==> config.mk <==
export PLATFORM = sky130hd
export DESIGN_NAME = clk_switch_ctrl
export DESIGN_NICKNAME = d
export VERILOG_FILES = /design/src/rtl/clk_switch_ctrl.sv
export SDC_FILE = /design/constraint.sdc
export NUM_CORES = 1
export LEC_CHECK = 0
export ABC_AREA = 1
export CORE_UTILIZATION = 45
export DETAILED_ROUTE_END_ITERATION = 7
export PLACE_DENSITY_LB_ADDON = 0.3
export SYNTH_ARGS = -nofsm -noshare
export SYNTH_HDL_FRONTEND = slang
export SYNTH_SLANG_ARGS = --single-unit
==> constraint.sdc <==
create_clock -name clk_i -period 1.2 [get_ports clk_i]
set_input_delay 0.12 -clock clk_i [delete_from_list [all_inputs] [get_ports clk_i]]
set_output_delay 0.12 -clock clk_i [all_outputs]
set_load 0.02 [all_outputs]
==> src/rtl/clk_switch_ctrl.sv <==
// clk_switch_ctrl: glitch-free select/enable sequencer for a 4:1 PLL clock mux and gate.
// Define CLK_SWITCH_SKIP_SAME_EN to accept same-source requests without a gating sequence.
module clk_switch_ctrl #(
    parameter int         GATE_OFF_CYCLES = 4,
    parameter int         SETTLE_CYCLES   = 8,
    parameter logic [1:0] RESET_SEL       = 2'd0
) (
    input  logic       clk_i,
    input  logic       rst_i,
    input  logic       req_valid_i,
    input  logic [1:0] req_sel_i,
    output logic       req_ready_o,
    input  logic       en_req_i,
    output logic [1:0] sel_o,
    output logic       en_o,
    output logic       busy_o,
    output logic       done_o
);
    localparam int MAXC = (GATE_OFF_CYCLES > SETTLE_CYCLES) ? GATE_OFF_CYCLES : SETTLE_CYCLES;
    localparam int CW   = $clog2(MAXC + 1);

    typedef enum logic [1:0] {IDLE, GATE_OFF, SETTLE} state_t;

    state_t          state_q;
    logic [CW-1:0]   cnt_q;
    logic [1:0]      sel_q, pend_q;
    logic            en_q, done_q, same;

`ifdef CLK_SWITCH_SKIP_SAME_EN
    assign same = (req_sel_i == sel_q);
`else
    assign same = 1'b0;
`endif

    assign req_ready_o = (state_q == IDLE);
    assign busy_o      = (state_q != IDLE);
    assign sel_o       = sel_q;
    assign en_o        = en_q;
    assign done_o      = done_q;

    always_ff @(posedge clk_i) begin
        if (rst_i) begin
            state_q <= IDLE;
            cnt_q   <= '0;
            sel_q   <= RESET_SEL;
            pend_q  <= RESET_SEL;
            en_q    <= 1'b0;
            done_q  <= 1'b0;
        end else begin
            done_q <= 1'b0;
            case (state_q)
                IDLE: begin
                    if (req_valid_i && !same) begin
                        pend_q  <= req_sel_i;
                        en_q    <= 1'b0;
                        cnt_q   <= CW'(GATE_OFF_CYCLES - 1);
                        state_q <= GATE_OFF;
                    end else begin
                        en_q   <= en_req_i;
                        done_q <= req_valid_i && same;
                    end
                end
                GATE_OFF: begin
                    en_q <= 1'b0;
                    if (cnt_q == '0) begin
                        sel_q   <= pend_q;
                        cnt_q   <= CW'(SETTLE_CYCLES - 1);
                        state_q <= SETTLE;
                    end else begin
                        cnt_q <= cnt_q - 1'b1;
                    end
                end
                SETTLE: begin
                    if (cnt_q == '0) begin
                        state_q <= IDLE;
                        done_q  <= 1'b1;
                        en_q    <= en_req_i;
                    end else begin
                        cnt_q <= cnt_q - 1'b1;
                    end
                end
                default: state_q <= IDLE;
            endcase
        end
    end
endmodule

# --- Yosys cells after proc, flatten, opt, wreduce, memory -nomap -nowiden ---
# Index checks and enable logic that the tools add are counted.
word_totals:
  mem_count: 0
  rom_bits: 0
  ramBits: 0
  out_inout_bits: 6
  regBits: 12
  latch_bits: 0
  elab_cells: 36
  input_bits: 6
op_classes:
  n_addsub: 1
  n_bitwise: 1
  div: 0
  eq_ne: 6
  n_mux: 12
  n_mul: 0
  n_reduce_logical: 10
  order_cmp: 0
  n_shift: 0
ops:
  columns: ["operator", "count"]
  rows:
  - ["$mux W4", 3]
  - ["$pmux W4 S3", 1]
  - ["$ne A2 B2 Y1 const B", 4]
  - ["$mux W2", 3]
  - ["$pmux W2 S3", 1]
  - ["$reduce_and A2 Y1", 3]
  - ["$reduce_and A3 Y1", 2]
  - ["$logic_not A4 Y1", 1]
  - ["$sub A4 B1 Y4 const B", 1]
  - ["$mux W1", 3]
  - ["$pmux W1 S3", 1]
  - ["$reduce_bool A3 Y1", 1]
  - ["$eq A2 B1 Y1 const B", 1]
  - ["$eq A2 B2 Y1 const B", 1]
  - ["$logic_not A2 Y1", 1]
  - ["$reduce_bool A2 Y1", 1]
  - ["$reduce_or A2 Y1", 1]
  - ["$not A1 Y1", 1]

# --- Depth between registers and ports, before layout ---
depth:
  ltp_word: 3
  mapped_depth: 8
  mapped_depth_nobuf: 8

# --- Worst setup path after synthesis ---
# Ideal clock, no wire load.
synth_path:
  path_kind: "register to register"
  start: "reg state_q[0]"
  end: "reg cnt_q[0]"
  path_buffers: 0
  arrival_ps: 1228
  path_slack_ps: -142
  setup_time_ps: 114
  path_stages_with_launch: 7
  period_less_slack_ps: 1342
  cell_sequence: "dfxtp_1 > inv_1 > ha_1 > a21oi_4 > nand2_4 > nor2_1 > nor2_2"
synth_via:
  elab_chain_cells: 3
synth_rtl:
  columns: ["item", "line_no", "rtl"]
  rows:
  - ["from (decl)", "24", "state_t state_q;"]
  - ["from (signal assigned)", "43", "state_q <= IDLE;"]
  - ["from (signal assigned)", "57", "state_q <= GATE_OFF;"]
  - ["from (signal assigned)", "68", "state_q <= SETTLE;"]
  - ["$logic_not A2 Y1 (*)", null, null]
  - ["net req_ready_o", "12", "output logic req_ready_o,"]
  - ["$ne A2 B2 Y1 (no source line) or $reduce_bool A3 Y1 (tied branches)", null, null]
  - ["$reduce_and A3 Y1 (no source line)", null, null]
  - ["to (signal assigned)", "56", "cnt_q <= CW'(GATE_OFF_CYCLES - 1);"]
  - ["to (signal assigned)", "67", "cnt_q <= CW'(SETTLE_CYCLES - 1);"]
  - ["to (signal assigned)", "70", "cnt_q <= cnt_q - 1'b1;"]
  - ["to (decl)", "25", "logic [CW-1:0] cnt_q;"]
# Mark *: on every way through the listed nets, which the timed path passes. The rest lies on a longest branch.
# A chain may end at the register's enable or synchronous reset.

# --- Worst setup path after layout ---
layout_path:
  start: "reg state_q[0]"
  end: "reg cnt_q[0]"
layout_via:
  elab_chain_cells: 3
layout_rtl:
  columns: ["item", "line_no", "rtl"]
  rows:
  - ["$eq A2 B2 Y1, or another cell as far along", "51", "case (state_q)"]
  - ["$ne A2 B2 Y1 (no source line) or $reduce_bool A3 Y1 (tied branches)", null, null]
  - ["$reduce_and A3 Y1 (no source line)", null, null]
# Parallel ways exist; a longest one is shown, timed or not.

==> results.yml <==
min_path:
  holdPathEnd: "sel_o[0]"
  hold_start: "sel_o[0]"
  hold_depth: 2
  min_path_type: "reg2reg"
sta:
  skew_ps: 5.648
  fin_crit_sh: 1.053
  slew_headroom: 0.8109
  slew_violations: 0
  fin_tns_setup_ps: -180.2
  maxClockFrequency_mhz: 791.2
  hold_viol: 0
  min_period_ps: 1264
  setup_slack_ps: -63.86
  rsz0062_at_grt: "yes"
  setup_viol: 5
  tightest_slew_ps: 281.5
grt:
  gr-total-overflow: 0
  grt_start_max_net_pins: 10
  grt.total_usage: 0.1902
  antenna_found_initial: 0
  grt_pass1_vias: 583
  grt_pass1_wl_um: 2525
setup_path:
  cp_top_family: "flip-flops"
  crit_slowest_cell: "dfxtp_2"
  arrival_ps: 1450
  critPathMostFrequentCell: "nor2_2"
  r2r_start: "state_q[0]"
  crit_type: "reg2reg"
  crit_path_start_kind: "flop"
  cp-startpoint: "state_q[0]"
  rr_worst_depth: 6
  regToRegSetupSlack_ps: -60
  reg2reg_to: "cnt_q[0]"
  worstPathCellList: "buf_4 -> ha_2 -> a21oi_4 -> nand2_4 -> nor2_2 -> nor2_2"
  slowest_delay_ps: 330
  worst_setup_path_end_kind: "flop"
  required_ps: 1380
  cp_num_buf_inv: 1
  cp_max_fo: 6
yosys:
  yosysUniqueCellTypes: 18
  synthSimpleGateAreaFrac: 0.3564
  muxShareOfSynthArea: 0
  synth_area_um2: 705.7
  ys_seq_area_frac: 0.3404
  synthXorXnorAreaFrac: 0.01241
  synth_warnings: 0
  synthAdderAreaFrac: 0.08865
  synth-seq-cells: 12
  synth_top_family_by_area: "simple AND/OR/NAND/NOR gates"
  syn-num-nets: 108
  syn_area_per_cell_um2: 7.275
  synth_compound_area_frac: 0.1117
  syn_inst: 97
layout:
  drive_gt1_frac: 0.3932
  layout_commonest_cell: "nand2_1"
  final_cells: 132
  area_growth_pct: 38.30
  antenna_cells: 0
  finalNetCount: 130
  final_cell_mix: "21 x nand2_1, 11 x inv_1, 10 x dfxtp_1"
  fin_util: 0.7059
clocking:
  cts_hold_buf: 0
  clock_latency_ps: 280
  cts.sinks: 12
  numCtsBuffers: 3
  cts_max_level: 1
  root_buffer: "clkbuf_4"
  cts_buffer_depth: 2
  clkTransAtPathRegs_ps: 80
  tritoncts: "yes"
place:
  place.gp.congestion: 0.8001
  dp_cells: 128
  port-buffer-count: 11
  dp_hpwl_um: 1181
outcome:
  violations: "negative setup slack"
  status: "finished, violations left"
detailed_routing:
  drcViolationCount: 0
  drtIter0Drc: 1
  drtPass1Iterations: 3
  avgViaCountPerCell: 4.826
  drt_wl_total_um: 1557
  wl_per_cell_um: 11.80
  num_vias: 637
  ant_nets: 0
pwr:
  combPwrFrac: 0.487
  p_switching_mw: 0.5799
  seqPwrFrac: 0.338
  clkPwrFrac: 0.175
  switching_share: 0.4000
  p_total_mw: 1.450
  power_density_nw_per_um2: 1486
  vdd_drop_max_uv: 765.9
  power_leakage_nw: 0.4415
  internal_power_mw: 0.8699
die:
  die_w_um: 41.60
  ios: 12
  core_area_um2: 1383
  dieArea_um2: 1731
  fp.dieH_um: 41.60
  initial_core_util: 0.5104
  row_count: 13
run:
  drv_cap: 0
logic make-up (layout without fill, tap and decap cells):
group | count (synthesis) | in the layout
AND/OR/NAND/NOR | 50 | 50
buffers and inverters | 17 | 37
AO/OA/AOI/OAI | 12 | 12
flip-flops | 12 | 12
adder cells (fa/ha/maj) | 5 | 5
XOR/XNOR | 1 | 1
registers in the layout, summed over array words and instances (netlist names):
register  count
en_o          1
sel_o         2
state_q       2
done_o        1
pend_q        2
cnt_q         4
layer usage:
metal / part of all wire / up-vias / wire, µm / GRT usage
met2: 0.51 / 14 / 801 / 0.3188
met3: 0.041 / 0 / 64 / 0.08261
met4: 0 / 0 / 0 / 0.02581
li1: - / 339 / - / -
met5: 0 / - / 0 / 0
met1: 0.44 / 284 / 691 / 0.2304
through the flow:
step	setup slack (ps)	cell area (µm²)	hold WS, ps
6_report	-63.86	975.9	442.5
5_1_grt	-129.6	975.9	473.2
4_1_cts	-73.56	947.2	445.8
3_5_place_dp	-170.0	889.6	438.3
3_3_place_gp	-106.7	889.6	432.7
2_1_floorplan	0.05096	723.2	182.4
how the worst max path moves through the flow:
| stage | endpoint | slack (ps) | cells after the start |
|---|---|---|---|
| final | cnt_q[0] | -60 | 6 |
| after global routing | cnt_q[0] | -130 | 8 |
| after CTS | cnt_q[0] | -70 | 7 |
| after detailed placement | cnt_q[1] | -170 | 6 |
| after global placement | cnt_q[1] | -110 | 6 |
| after floorplan | cnt_q[0] | 0.05 | 8 |
tightest hold or removal path, cell delays in order (launching register included):
cell,delay [ps]
dfxtp_1,310
inv_1,40
a21oi_1,50
power by group through the flow:
stage | clock (mW) | combinational (mW) | sequential [mW]
after floorplan | 0 | 0.405 | 0.512
after detailed placement | 0 | 0.606 | 0.497
after global routing | 0.281 | 0.769 | 0.497
final | 0.254 | 0.706 | 0.490
after global placement | 0 | 0.583 | 0.494
after CTS | 0.258 | 0.655 | 0.490
synth_stat cells, drive strengths merged:
cell,count,area [µm²]
nor2,13,63.81
nor3,1,5.000
dfxtp,12,240.2
inv,17,63.81
nand2,28,127.6
xor2,1,8.760
a21oi,8,58.81
ha,5,62.56
nand3,8,55.05
o21ai,4,20.02
area by class of cell:
cell class,instances,area (µm²)
multi-input cells,68,484.2
fillers,99,406.6
clock buffers,3,22.52
repair buffers,17,143.9
flip-flops and latches,12,242.7
well taps,15,18.77
inverters,17,63.81
timing repair:
action,in CTS,in global routing
resized for setup,27,7
endpoints found under the setup margin,13,12
buffers inserted,1,0
pin swaps,6,2
Note: power is estimated with default switching activity, not from simulation.
